**config.mk**
```make
export PLATFORM = sky130hd
export DESIGN_NAME = wash_view_ctrl
export DESIGN_NICKNAME = d
export VERILOG_FILES = /design/src/rtl/wash_view_ctrl.sv
export SDC_FILE = /design/constraint.sdc
export NUM_CORES = 1
export LEC_CHECK = 0
export BUFFER_PORTS_ARGS = -buffer_cell sky130_fd_sc_hd__buf_2
export CAP_MARGIN = 40
export CORE_UTILIZATION = 55
export DETAILED_ROUTE_END_ITERATION = 10
export PLACE_DENSITY = 0.85
export SETUP_SLACK_MARGIN = 0.3
export SYNTH_ARGS = -nofsm -noshare
export SYNTH_HDL_FRONTEND = slang
export SYNTH_SLANG_ARGS = --single-unit
```
**constraint.sdc**
```tcl
create_clock -name cp -period 5.25 [get_ports cp]
set_input_delay 0.7875 -clock cp [delete_from_list [all_inputs] [get_ports cp]]
set_output_delay 0.7875 -clock cp [all_outputs]
set_load 0.005 [all_outputs]
```
**src/rtl/wash_view_ctrl.sv**
```systemverilog
// Washer front-panel view controller: phase/power/set/colour LEDs, blink tick, digit scan, finish flash.
// Optional WASH_VIEW_PAUSE_DIM_EN: dims phase LEDs with a 25% PWM while paused.
module wash_view_ctrl #(
   parameter int unsigned            NUM_PHASES  = 8,
   parameter int unsigned            NUM_DIGITS  = 6,
   parameter int unsigned            BLINK_DIV   = 25000000,
   parameter int unsigned            SCAN_DIV    = 50000,
   parameter int unsigned            FLASH_COUNT = 3,
   parameter logic [NUM_DIGITS-1:0]  PAUSE_MASK  = NUM_DIGITS'(6'b001100),
   localparam int unsigned           AP_W        = (NUM_PHASES > 1) ? $clog2(NUM_PHASES) : 1
) (
   input  logic                      cp,
   input  logic                      rst,
   input  logic [2:0]                state,
   input  logic [NUM_PHASES-1:0]     phase_mask,
   input  logic [AP_W-1:0]           active_phase,
   input  logic                      power_on,
   input  logic                      set_on,
   input  logic [6*NUM_DIGITS-1:0]   digit_code,
   output logic [NUM_PHASES-1:0]     phase_led,
   output logic                      power_led,
   output logic                      set_led,
   output logic [2:0]                color_led,
   output logic                      blink,
   output logic [5:0]                seg_code,
   output logic [NUM_DIGITS-1:0]     digit_sel
);

   localparam int unsigned BLINK_W = (BLINK_DIV > 1) ? $clog2(BLINK_DIV) : 1;
   localparam int unsigned SCAN_W  = (SCAN_DIV > 1) ? $clog2(SCAN_DIV) : 1;
   localparam int unsigned IDX_W   = (NUM_DIGITS > 1) ? $clog2(NUM_DIGITS) : 1;
   localparam int unsigned SEL_W   = $clog2(6 * NUM_DIGITS);
   localparam int unsigned FCNT_W  = (FLASH_COUNT > 1) ? $clog2(FLASH_COUNT + 1) : 1;

   localparam logic [5:0] GLYPH_EMPTY = 6'd55;
   localparam logic [5:0] GLYPH_FULL  = 6'd56;
   localparam logic [5:0] GLYPH_PAUSE = 6'd57;

   typedef enum logic [2:0] {
      ST_SHUT   = 3'd0,
      ST_BEGIN  = 3'd1,
      ST_SET    = 3'd2,
      ST_RUN    = 3'd3,
      ST_ERROR  = 3'd4,
      ST_PAUSE  = 3'd5,
      ST_FINISH = 3'd6
   } panel_state_t;

   typedef enum logic [1:0] {FL_IDLE, FL_FLASH, FL_HOLD} flash_state_t;

   logic [BLINK_W-1:0]    r_blink_cnt;
   logic                  r_blink;
   logic [SCAN_W-1:0]     r_scan_cnt;
   logic [IDX_W-1:0]      r_idx;
   panel_state_t          r_prev_st;
   flash_state_t          r_flash;
   logic [FCNT_W-1:0]     r_flash_cnt;
   logic [2:0]            r_color;
   logic [NUM_PHASES-1:0] r_phase;
   logic                  r_power;
   logic                  r_set;
   logic [5:0]            r_seg;
   logic [NUM_DIGITS-1:0] r_digit_sel;

   panel_state_t          w_st;
   logic                  w_blink_wrap, w_blink_nxt, w_tick, w_scan_wrap;
   logic [IDX_W-1:0]      w_idx_nxt;
   logic [SEL_W-1:0]      w_code_base;
   flash_state_t          w_flash_nxt;
   logic [FCNT_W-1:0]     w_flash_cnt_nxt;
   logic [NUM_PHASES-1:0] w_phase_nxt;
   logic [5:0]            w_seg_nxt;
   logic [2:0]            w_color_nxt;
   logic                  w_set_nxt;

   // Illegal encoding 7 behaves as shutDown
   assign w_st         = (state == 3'd7) ? ST_SHUT : panel_state_t'(state);
   assign w_blink_wrap = (r_blink_cnt == BLINK_W'(BLINK_DIV - 1));
   assign w_blink_nxt  = w_blink_wrap ? ~r_blink : r_blink;
   assign w_tick       = w_blink_wrap & ~r_blink;
   assign w_scan_wrap  = (r_scan_cnt == SCAN_W'(SCAN_DIV - 1));
   assign w_idx_nxt    = !w_scan_wrap ? r_idx :
                         (r_idx == IDX_W'(NUM_DIGITS - 1)) ? '0 : r_idx + IDX_W'(1);
   assign w_code_base  = SEL_W'(w_idx_nxt) * SEL_W'(6);

`ifdef WASH_VIEW_PAUSE_DIM_EN
   logic [1:0] r_pwm_cnt;
   always_ff @(posedge cp) begin
      if (rst) r_pwm_cnt <= 2'd0;
      else     r_pwm_cnt <= r_pwm_cnt + 2'd1;
   end
`endif

   // Flash FSM next state: entry edge into finish restarts the sequence
   always_comb begin
      w_flash_nxt     = r_flash;
      w_flash_cnt_nxt = r_flash_cnt;
      if (w_st != ST_FINISH) begin
         w_flash_nxt = FL_IDLE;
      end else if (r_prev_st != ST_FINISH) begin
         w_flash_nxt     = FL_FLASH;
         w_flash_cnt_nxt = '0;
      end else if (r_flash == FL_FLASH && w_tick) begin
         if (r_flash_cnt == FCNT_W'(FLASH_COUNT - 1)) w_flash_nxt = FL_HOLD;
         else w_flash_cnt_nxt = r_flash_cnt + FCNT_W'(1);
      end
   end

   always_ff @(posedge cp) begin
      if (rst) begin
         r_flash     <= FL_IDLE;
         r_flash_cnt <= '0;
      end else begin
         r_flash     <= w_flash_nxt;
         r_flash_cnt <= w_flash_cnt_nxt;
      end
   end

   always_comb begin
      w_phase_nxt = phase_mask;
      w_seg_nxt   = digit_code[w_code_base +: 6];
      w_color_nxt = 3'd0;
      w_set_nxt   = set_on;
      case (w_st)
         ST_SHUT: begin
            w_phase_nxt = '0;
            w_seg_nxt   = GLYPH_EMPTY;
            w_set_nxt   = 1'b0;
         end
         ST_BEGIN: begin
            w_phase_nxt = '1;
            w_seg_nxt   = GLYPH_FULL;
            w_set_nxt   = 1'b1;
         end
         ST_RUN: begin
            if (32'(active_phase) < NUM_PHASES) w_phase_nxt[active_phase] = w_blink_nxt;
            w_color_nxt = w_tick ? r_color + 3'd1 : r_color;
         end
         ST_PAUSE: begin
`ifdef WASH_VIEW_PAUSE_DIM_EN
            w_phase_nxt = phase_mask & {NUM_PHASES{r_pwm_cnt == 2'd0}};
`else
            w_phase_nxt = phase_mask;
`endif
            if (PAUSE_MASK[w_idx_nxt]) w_seg_nxt = GLYPH_PAUSE;
         end
         ST_FINISH: begin
            w_phase_nxt = (w_flash_nxt == FL_FLASH) ? {NUM_PHASES{w_blink_nxt}} : '1;
            w_seg_nxt   = GLYPH_FULL;
            w_set_nxt   = 1'b1;
         end
         default: ;
      endcase
   end

   always_ff @(posedge cp) begin
      if (rst) begin
         r_blink_cnt <= '0;
         r_blink     <= 1'b0;
         r_scan_cnt  <= '0;
         r_idx       <= '0;
         r_prev_st   <= ST_SHUT;
         r_color     <= 3'd0;
         r_phase     <= '0;
         r_power     <= 1'b0;
         r_set       <= 1'b0;
         r_seg       <= GLYPH_EMPTY;
         r_digit_sel <= NUM_DIGITS'(1);
      end else begin
         r_blink_cnt <= w_blink_wrap ? '0 : r_blink_cnt + BLINK_W'(1);
         r_blink     <= w_blink_nxt;
         r_scan_cnt  <= w_scan_wrap ? '0 : r_scan_cnt + SCAN_W'(1);
         r_idx       <= w_idx_nxt;
         r_prev_st   <= w_st;
         r_color     <= w_color_nxt;
         r_phase     <= w_phase_nxt;
         r_power     <= power_on;
         r_set       <= w_set_nxt;
         r_seg       <= w_seg_nxt;
         r_digit_sel <= NUM_DIGITS'(1) << w_idx_nxt;
      end
   end

   assign phase_led = r_phase;
   assign power_led = r_power;
   assign set_led   = r_set;
   assign color_led = r_color;
   assign blink     = r_blink;
   assign seg_code  = r_seg;
   assign digit_sel = r_digit_sel;

endmodule

```
==> results of run 1 <==
## critical path: stages (launching register included)
cell	delay, ps
dfxtp_1	810
nand4_1	270
nor4_4	410
mux2i_1	740
mux2i_1	250
o21ai_0	100
a41o_1	250
## kinds of logic (layout without fill, tap and decap cells)
kind of cell	after synthesis	count (layout)
AOI/OAI and AO/OA	81	81
xor gates and xnor gates	39	39
adders and majority gates	6	6
buffers and inverters	40	114
DFF	77	77
muxes	16	16
and+or+nand+nor	216	216
## area by class of cell
type / count / area, um2
Sequential cell: 77 / 1540
Fill cell: 577 / 2250
Tap cell: 96 / 120
Clock buffer: 9 / 124
Multi-Input combinational cell: 358 / 2270
Timing Repair Buffer: 82 / 413
Inverter: 16 / 60.1
Clock inverter: 7 / 97.6
## through the flow
stage	hold slack, ps	instances	cell area, um2	setup slack, ps
after floorplan	426	475	3970	2580
final	465	645	4620	2320
after global placement	438	626	4380	2070
after global routing	507	645	4620	2060
after detailed placement	446	629	4400	2380
after CTS	466	645	4620	2350
## cell usage after synthesis, drive strengths merged, types with 3 or more instances
cell type	number	area [um2]
nor2b	9	56.3
o311ai	4	35.0
and3	9	57.6
dfxtp	77	1540
nand3b	12	90.1
inv	16	60.1
a21oi	12	60.1
o211ai	9	67.6
nor4	8	65.1
clkbuf	21	78.8
o21ai	26	130
nand4b	3	26.3
nand4	8	50.1
a211oi	6	45.0
or4b	3	33.8
or3	8	50.1
or4	3	22.5
nand2	32	120
nor2	60	225
mux2i	14	140
and2	7	43.8
nand3	23	115
buf	3	27.5
xnor2	18	176
nor3	15	75.1
a31oi	8	50.1
nand2b	6	37.5
ha	5	62.6
xor2	21	184
## routing by layer
| metal | GRT usage | wire, um |
|---|---|---|
| met5 | 0 | 0 |
| met3 | 0.0645 | 563 |
| met4 | 0.0985 | 170 |
| met2 | 0.411 | 4200 |
| met1 | 0.301 | 3880 |
## path summary, 6_finish.rpt
kind,from,slack [ps],end
worst max-delay path,r_idx[0],2320,seg_code[4]
worst min-delay path,r_blink_cnt[0],470,r_blink_cnt[0]
worst max register to register,r_idx[0],2320,seg_code[4]
worst min register to register,r_blink_cnt[0],470,r_blink_cnt[0]
## power breakdown
part	leakage (nW)	internal, mW	switching (mW)	total, mW
sequential	0.626	0.599	0.00685	0.606
combinational	1.10	0.0455	0.0537	0.0993
clock	0.106	0.269	0.222	0.491
total	1.83	0.914	0.283	1.20
## state kept, by name, summed over array words and instances (netlist names)
signal       cells
digit_sel        6
power_led        1
color_led        3
seg_code         6
r_flash_cnt      2
phase_led        8
r_prev_st        3
r_scan_cnt      16
r_blink_cnt     25
set_led          1
r_flash          2
blink            1
r_idx            3
## cell usage in the layout, fill, tap and decap left out, drive strengths merged, types with 15 or more instances in the layout
cell	synthesis	routed
buf	3	82
dfxtp	77	77
nor2	60	60
nand2	32	32
o21ai	26	26
nand3	23	23
xor2	21	21
xnor2	18	18
inv	16	17
nor3	15	15
==> results_dict.tcl, run 1 <==
set metrics [dict create \
    status "finished, final reports clean" \
    synth_edf_count 0 \
    drv_slew 0 \
    cts_max_level 3 \
    finalSetupViolations 0 \
    post_synth_xor_area_fraction 0.0907 \
    rsz0062_at_grt "no" \
    fp.dieW_um 87 \
    synth_top_family_by_area "simple AND/OR/NAND/NOR gates" \
    port_buffers 79 \
    synthMuxAreaShare 0.0409 \
    synth_compound_area_frac 0.131 \
    via_per_inst 5.68 \
    cts_resized 0 \
    yosysWarningCount 0 \
    rr_worst_depth 6 \
    die_area_mm2 0.00757 \
    grt_pass1_vias 3427 \
    p_leak_nw 1.83 \
    flow.area_growth_from_synthesis_pct 16.3 \
    ys_types 55 \
    first_pass_iters 4 \
    post_drt_wl_per_cell_um 13.7 \
    grt_max_degree 34 \
    period_needed_ps 2930 \
    tns_ps 0 \
    place.gp.congestion 0.899 \
    cts.clk_slew.worst_paths_ps 80 \
    cts_tree "built" \
    ys_seq_elements 77 \
    ios 80 \
    gr-total-overflow 0 \
    dp_hpwl_um 6300 \
    synth_seq_area_share 0.388 \
    ant_nets 0 \
    synthArstFlopShare 0 \
    numClockSinks 77 \
    ctsRootBufferMaster "clkbuf_8" \
    vias 3662 \
    ir_drop_v 0.000193 \
    core_mm2 0.00687 \
    drc 0 \
    worstHoldPathCells 1 \
    start_kind "register" \
    start_util 0.579 \
    ys.flop_type "dfxtp_1" \
    rows 30 \
    relSlewSlack 0.426 \
    final-hold-violation-count 0 \
    cts_buffers 9 \
    critical_path_class "register to register" \
    drive_gt1_frac 0.195 \
    dieHeight_um 87 \
    drv_cap 0 \
    fin_nets 603 \
    avgSynthCellArea_um2 8.37 \
    synth_area_mm2 0.00397 \
    crit_arrival_ps 3170 \
    powerDensity_mw_per_mm2 259 \
    routed_wl_um 8810 \
    post_cts_buffers 0 \
    cp-end-kind "register" \
    fin_crit_sh 0.558 \
    synth_cells 475 \
    final_core_util 0.673 \
    min-delay-path-class "register to register" \
    postCtsHoldBufs 0 \
    cp_max_fo 21 \
    fin_skew_ps 9.15 \
    required_ps 5490 \
    antenna_found_initial 0 \
    synthAdderAreaFrac 0.0183 \
    synth_nets 534 \
    diodes 0 \
    synthSimpleGateAreaFrac 0.290 \
    clock_latency_ps 350 \
    grt_pass1_wl_um 14800 \
    totalPowerFinal_mw 1.20 \
    cts_max_path_buffers 2 \
    clock.fmax_ghz 0.341 \
    drtIter0Drc 153 \
    grt_usage 0.246 \
    tightest_slew_ps 854 \
]
No activity file was read; power rests on OpenSTA's default activity.
==> run 2: changes to the inputs <==
==> constraint.sdc (replaced) <==
create_clock -name cp -period 2.8 [get_ports cp]
set_input_delay 0.42 -clock cp [delete_from_list [all_inputs] [get_ports cp]]
set_output_delay 0.42 -clock cp [all_outputs]
set_load 0.005 [all_outputs]
==> results_dict.tcl, run 2 (synthesis gave the netlist of run 1 again) <==
set metrics [dict create \
    status "finished, final reports clean" \
    flow.area_growth_from_synthesis_pct 23.4 \
    period_needed_ps 2540 \
    min-delay-path-class "input port to register" \
    place.gp.congestion 0.894 \
    cp-end-kind "register" \
    reg2reg_setup_slack_ps 260 \
    tns_ps 0 \
    layout_common_cells "80 x buf_2, 68 x dfxtp_1, 59 x nor2_1, 32 x nand2_1, 24 x o21ai_0" \
    drv_cap 0 \
    required_ps 3000 \
    grt_max_degree 26 \
    fin_crit_sh 0.906 \
    gr-total-overflow 0 \
    rr_startpoint "r_scan_cnt[7]" \
    ant_nets 0 \
    cts.clk_slew.worst_paths_ps 80 \
    cp_max_fo 5 \
    fillers 566 \
    placed_cells 640 \
    cts_max_level 3 \
    crit_arrival_ps 2730 \
    start_util 0.579 \
    numClockSinks 77 \
    fp.dieW_um 87 \
    routed_wl_um 9490 \
    holdWs_ps 330 \
    hold-path-endpoint "phase_led[0]" \
    fin_nets 624 \
    ios 80 \
    diodes 0 \
    stdcell_count 666 \
    final-hold-violation-count 0 \
    totalPowerFinal_mw 2.28 \
    relSlewSlack 0.605 \
    clock.fmax_ghz 0.394 \
    drc 0 \
    die_area_mm2 0.00757 \
    port_buffers 79 \
    via_per_inst 5.67 \
    fin_skew_ps 8.80 \
    rsz0062_at_grt "yes" \
    core_mm2 0.00687 \
    grt_pass1_wl_um 15900 \
    rows 30 \
    regMostFlops "r_blink_cnt" \
    cts_buffers 9 \
    grt_usage 0.263 \
    drive_gt1_frac 0.274 \
    cts_max_path_buffers 2 \
    ctsRootBufferMaster "clkbuf_8" \
    critical_path_class "register to register" \
    r2r-end "seg_code[1]" \
    ir_drop_v 0.000416 \
    mostFrequentLayoutCell "buf_2" \
    drv_slew 0 \
    post_drt_wl_per_cell_um 14.2 \
    antenna_found_initial 0 \
    vias 3777 \
    cts_tree "built" \
    dieHeight_um 87 \
    drtIter0Drc 201 \
    dp_hpwl_um 6650 \
    rr_worst_depth 9 \
    clock_latency_ps 350 \
    largest_register_ffs 25 \
    worstHoldPathCells 3 \
    finalSetupViolations 0 \
    grt_pass1_vias 3579 \
    p_leak_nw 1.96 \
    powerDensity_mw_per_mm2 465 \
    first_pass_iters 5 \
    hold_start "phase_mask[0]" \
    final_core_util 0.714 \
    start_kind "register" \
    tightest_slew_ps 592 \
]
-- run 2: cell types whose count changed in the layout (fill, tap and decap cells not counted), sizes merged --
cell and delta:
buf +21, clkbuf +1, clkinv -2, inv +1
-- run 2: layer usage --
layer / share of wire / vias to the layer above / global-route usage
met5: 0 / - / 0
met4: 0.017 / 0 / 0.0773
met3: 0.056 / 19 / 0.0588
met2: 0.49 / 133 / 0.460
met1: 0.44 / 1766 / 0.322
li1: - / 1859 / -
-- run 2: worst max-delay path, cell delays in order, from the launching register on --
cell and delay (ps):
dfxtp_2 340, or4b_4 560, buf_4 160, nor4_4 240, buf_4 190, mux2i_4 300
buf_4 190, nand2_1 80, o32ai_1 200, o311ai_2 120
-- run 2: where the power goes --
part | internal (mW) | switching, mW
Clock | 0.532 | 0.422
Sequential | 1.12 | 0.0136
Combinational | 0.0889 | 0.101
-- run 2: worst max-delay path by stage --
| stage | depth (start not counted) | from | end | slack, ps |
|---|---|---|---|---|
| 6_report | 9 | r_scan_cnt[7] | seg_code[1] | 260 |
| 5_1_grt | 9 | r_scan_cnt[4] | seg_code[1] | 160 |
| 4_1_cts | 6 | r_scan_cnt[10] | seg_code[2] | 300 |
| 3_5_place_dp | 13 | r_blink_cnt[0] | phase_led[2] | 190 |
| 3_3_place_gp | 13 | r_blink_cnt[0] | phase_led[0] | 340 |
| 2_1_floorplan | 8 | r_scan_cnt[10] | seg_code[3] | 340 |
-- run 2: timing repair --
action | in CTS | in global routing
buffers inserted | 1 | 8
resized for setup | 2 | 28
hold buffers | 0 | 0
pin swaps | 1 | 14
endpoints found under the setup margin | 11 | 18
gates cloned | 0 | 1
hold endpoints to repair | 0 | 0
-- run 2: cell type report --
cell class,instances,area [um2],area share
Multi-Input combinational cell,358,2360,0.481
Sequential cell,77,1560,0.317
Timing Repair Buffer,103,577,0.118
Clock buffer,10,138,0.0281
Tap cell,96,120,0.0245
Clock inverter,6,92.6,0.0189
Inverter,16,60.1,0.0122
-- run 2: per-stage QoR --
| stage | setup WS, ps | instance area (um2) |
|---|---|---|
| after floorplan | 343 | 3990 |
| after global placement | 339 | 4510 |
| after detailed placement | 193 | 4510 |
| after CTS | 298 | 4750 |
| after global routing | 162 | 4900 |
| final | 262 | 4900 |
==> run 3: changes to the inputs <==
--- a/config.mk
+++ b/config.mk
@@ -10,7 +10,7 @@
 export CORE_UTILIZATION = 55
 export DETAILED_ROUTE_END_ITERATION = 10
 export PLACE_DENSITY = 0.85
-export SETUP_SLACK_MARGIN = 0.3
+export SETUP_SLACK_MARGIN = 0.15
 export SYNTH_ARGS = -nofsm -noshare
 export SYNTH_HDL_FRONTEND = slang
 export SYNTH_SLANG_ARGS = --single-unit
==> results_dict.tcl, run 3 (synthesis gave the netlist of run 1 again) <==
set metrics [dict create \
    routed_wl_um 9250 \
    hold_start "power_on" \
    layout_common_cells "79 x buf_2, 75 x dfxtp_1, 59 x nor2_1, 32 x nand2_1, 25 x o21ai_0" \
    pre_cts_ws_ps 117 \
    powerDensity_mw_per_mm2 504 \
    holdWs_ps 282 \
    required_ps 3030 \
    place_area_mm2 0.00450 \
    cp_max_fo 5 \
    cp_slowest_cell "or4_4" \
    postCtsHoldBufs 0 \
    cts_tree "built" \
    diodes 0 \
    hold-path-endpoint "power_led" \
    fp.dieW_um 87 \
    placed_cells 641 \
    ant_nets 0 \
    fin_nets 618 \
    final-hold-violation-count 0 \
    first_pass_iters 4 \
    grt_pass1_vias 3513 \
    regMostFlops "r_blink_cnt" \
    flow.area_growth_from_synthesis_pct 22.1 \
    cts_max_level 3 \
    grt_pass1_wl_um 15000 \
    tightest_slew_ps 572 \
    place.gp.congestion 0.920 \
    core_mm2 0.00687 \
    period_needed_ps 2560 \
    cp_cell_sequence "or4b_4 > or4_4 > or4b_1 > a21o_1 > a31oi_1 > a31oi_1" \
    fin_ws_ps 241 \
    drv_slew 0 \
    p_leak_nw 1.95 \
    tns_ps 0 \
    final_area_mm2 0.00485 \
    rows 30 \
    gr-total-overflow 0 \
    clock.fmax_ghz 0.391 \
    mostFrequentLayoutCell "buf_2" \
    totalPowerFinal_mw 2.44 \
    cp-end-kind "register" \
    drc 0 \
    dieHeight_um 87 \
    drv_cap 0 \
    cts.clk_slew.worst_paths_ps 80 \
    reg2reg_setup_slack_ps 240 \
    finalSetupViolations 0 \
    port_buffers 79 \
    status "finished, final reports clean" \
    clock_latency_ps 350 \
    cts_max_path_buffers 2 \
    die_area_mm2 0.00757 \
    crit_arrival_ps 2790 \
    cts_buffers 9 \
    antenna_found_initial 0 \
    critPathMaxStageDelay_ps 630 \
    grt_usage 0.249 \
    final_core_util 0.706 \
    numClockSinks 77 \
    rr_worst_depth 6 \
    rr_startpoint "r_scan_cnt[7]" \
    drive_gt1_frac 0.238 \
    critical_path_class "register to register" \
    rsz0062_at_grt "yes" \
    grt_max_degree 26 \
    dp_hpwl_um 6500 \
    drtIter0Drc 180 \
    largest_register_ffs 25 \
    relSlewSlack 0.616 \
    min-delay-path-class "input port to register" \
    r2r-end "seg_code[0]" \
    worstHoldPathCells 2 \
    ios 80 \
    fin_skew_ps 11.6 \
    ir_drop_v 0.000256 \
    ctsRootBufferMaster "clkbuf_8" \
    cpMostUsedCell "a31oi_1" \
    stdcell_count 660 \
    post_drt_wl_per_cell_um 14.0 \
    fin_crit_sh 0.914 \
    start_util 0.579 \
    vias 3812 \
    via_per_inst 5.78 \
    start_kind "register" \
]
==> run 3: how the worst max path moves through the flow <==
stage	from	slack, ps	end	cells after the start
after CTS	r_blink_cnt[0]	180	phase_led[2]	13
after global placement	r_scan_cnt[6]	200	seg_code[1]	7
after detailed placement	r_scan_cnt[6]	120	seg_code[1]	7
after global routing	r_scan_cnt[10]	120	seg_code[1]	9
final	r_scan_cnt[7]	240	seg_code[0]	6
after floorplan	r_scan_cnt[4]	250	seg_code[5]	6
==> run 3: report_power, final <==
part / internal (mW) / switching (mW) / total (mW)
registers: 1.12 / 0.0132 / 1.14
clock network: 0.707 / 0.414 / 1.12
logic: 0.0871 / 0.100 / 0.187
total: 1.92 / 0.528 / 2.44
==> run 3: what timing repair did <==
item,4_1_cts,5_1_grt
setup endpoints to repair,5,13
gates cloned,0,0
setup buffers,0,3
gates resized for setup,2,13
pin swaps,0,2
==> run 3: area by class of cell <==
class                   count  area [um2]
clock buffers              10         138
inverters                  16        60.1
multi-input cells         358        2320
clock inverters             6         134
fillers                   519        2020
repair buffers             97         538
well taps                  96         120
flip-flops and latches     77        1540
==> run 3: worst max-delay path, delay by kind of cell, from the launching register on <==
kind            cells  cell delay (ps)
flops               1              340
compound gates      3              400
simple gates        3             1700
==> run 3: metal layers <==
metal  wire length (um)  GRT usage  vias to the layer above
li1                   -          -                     1858
met1               4040      0.305                     1782
met2               4470      0.420                      144
met3                490     0.0445                       28
met4                248      0.126                        0
met5                  0          0                        -
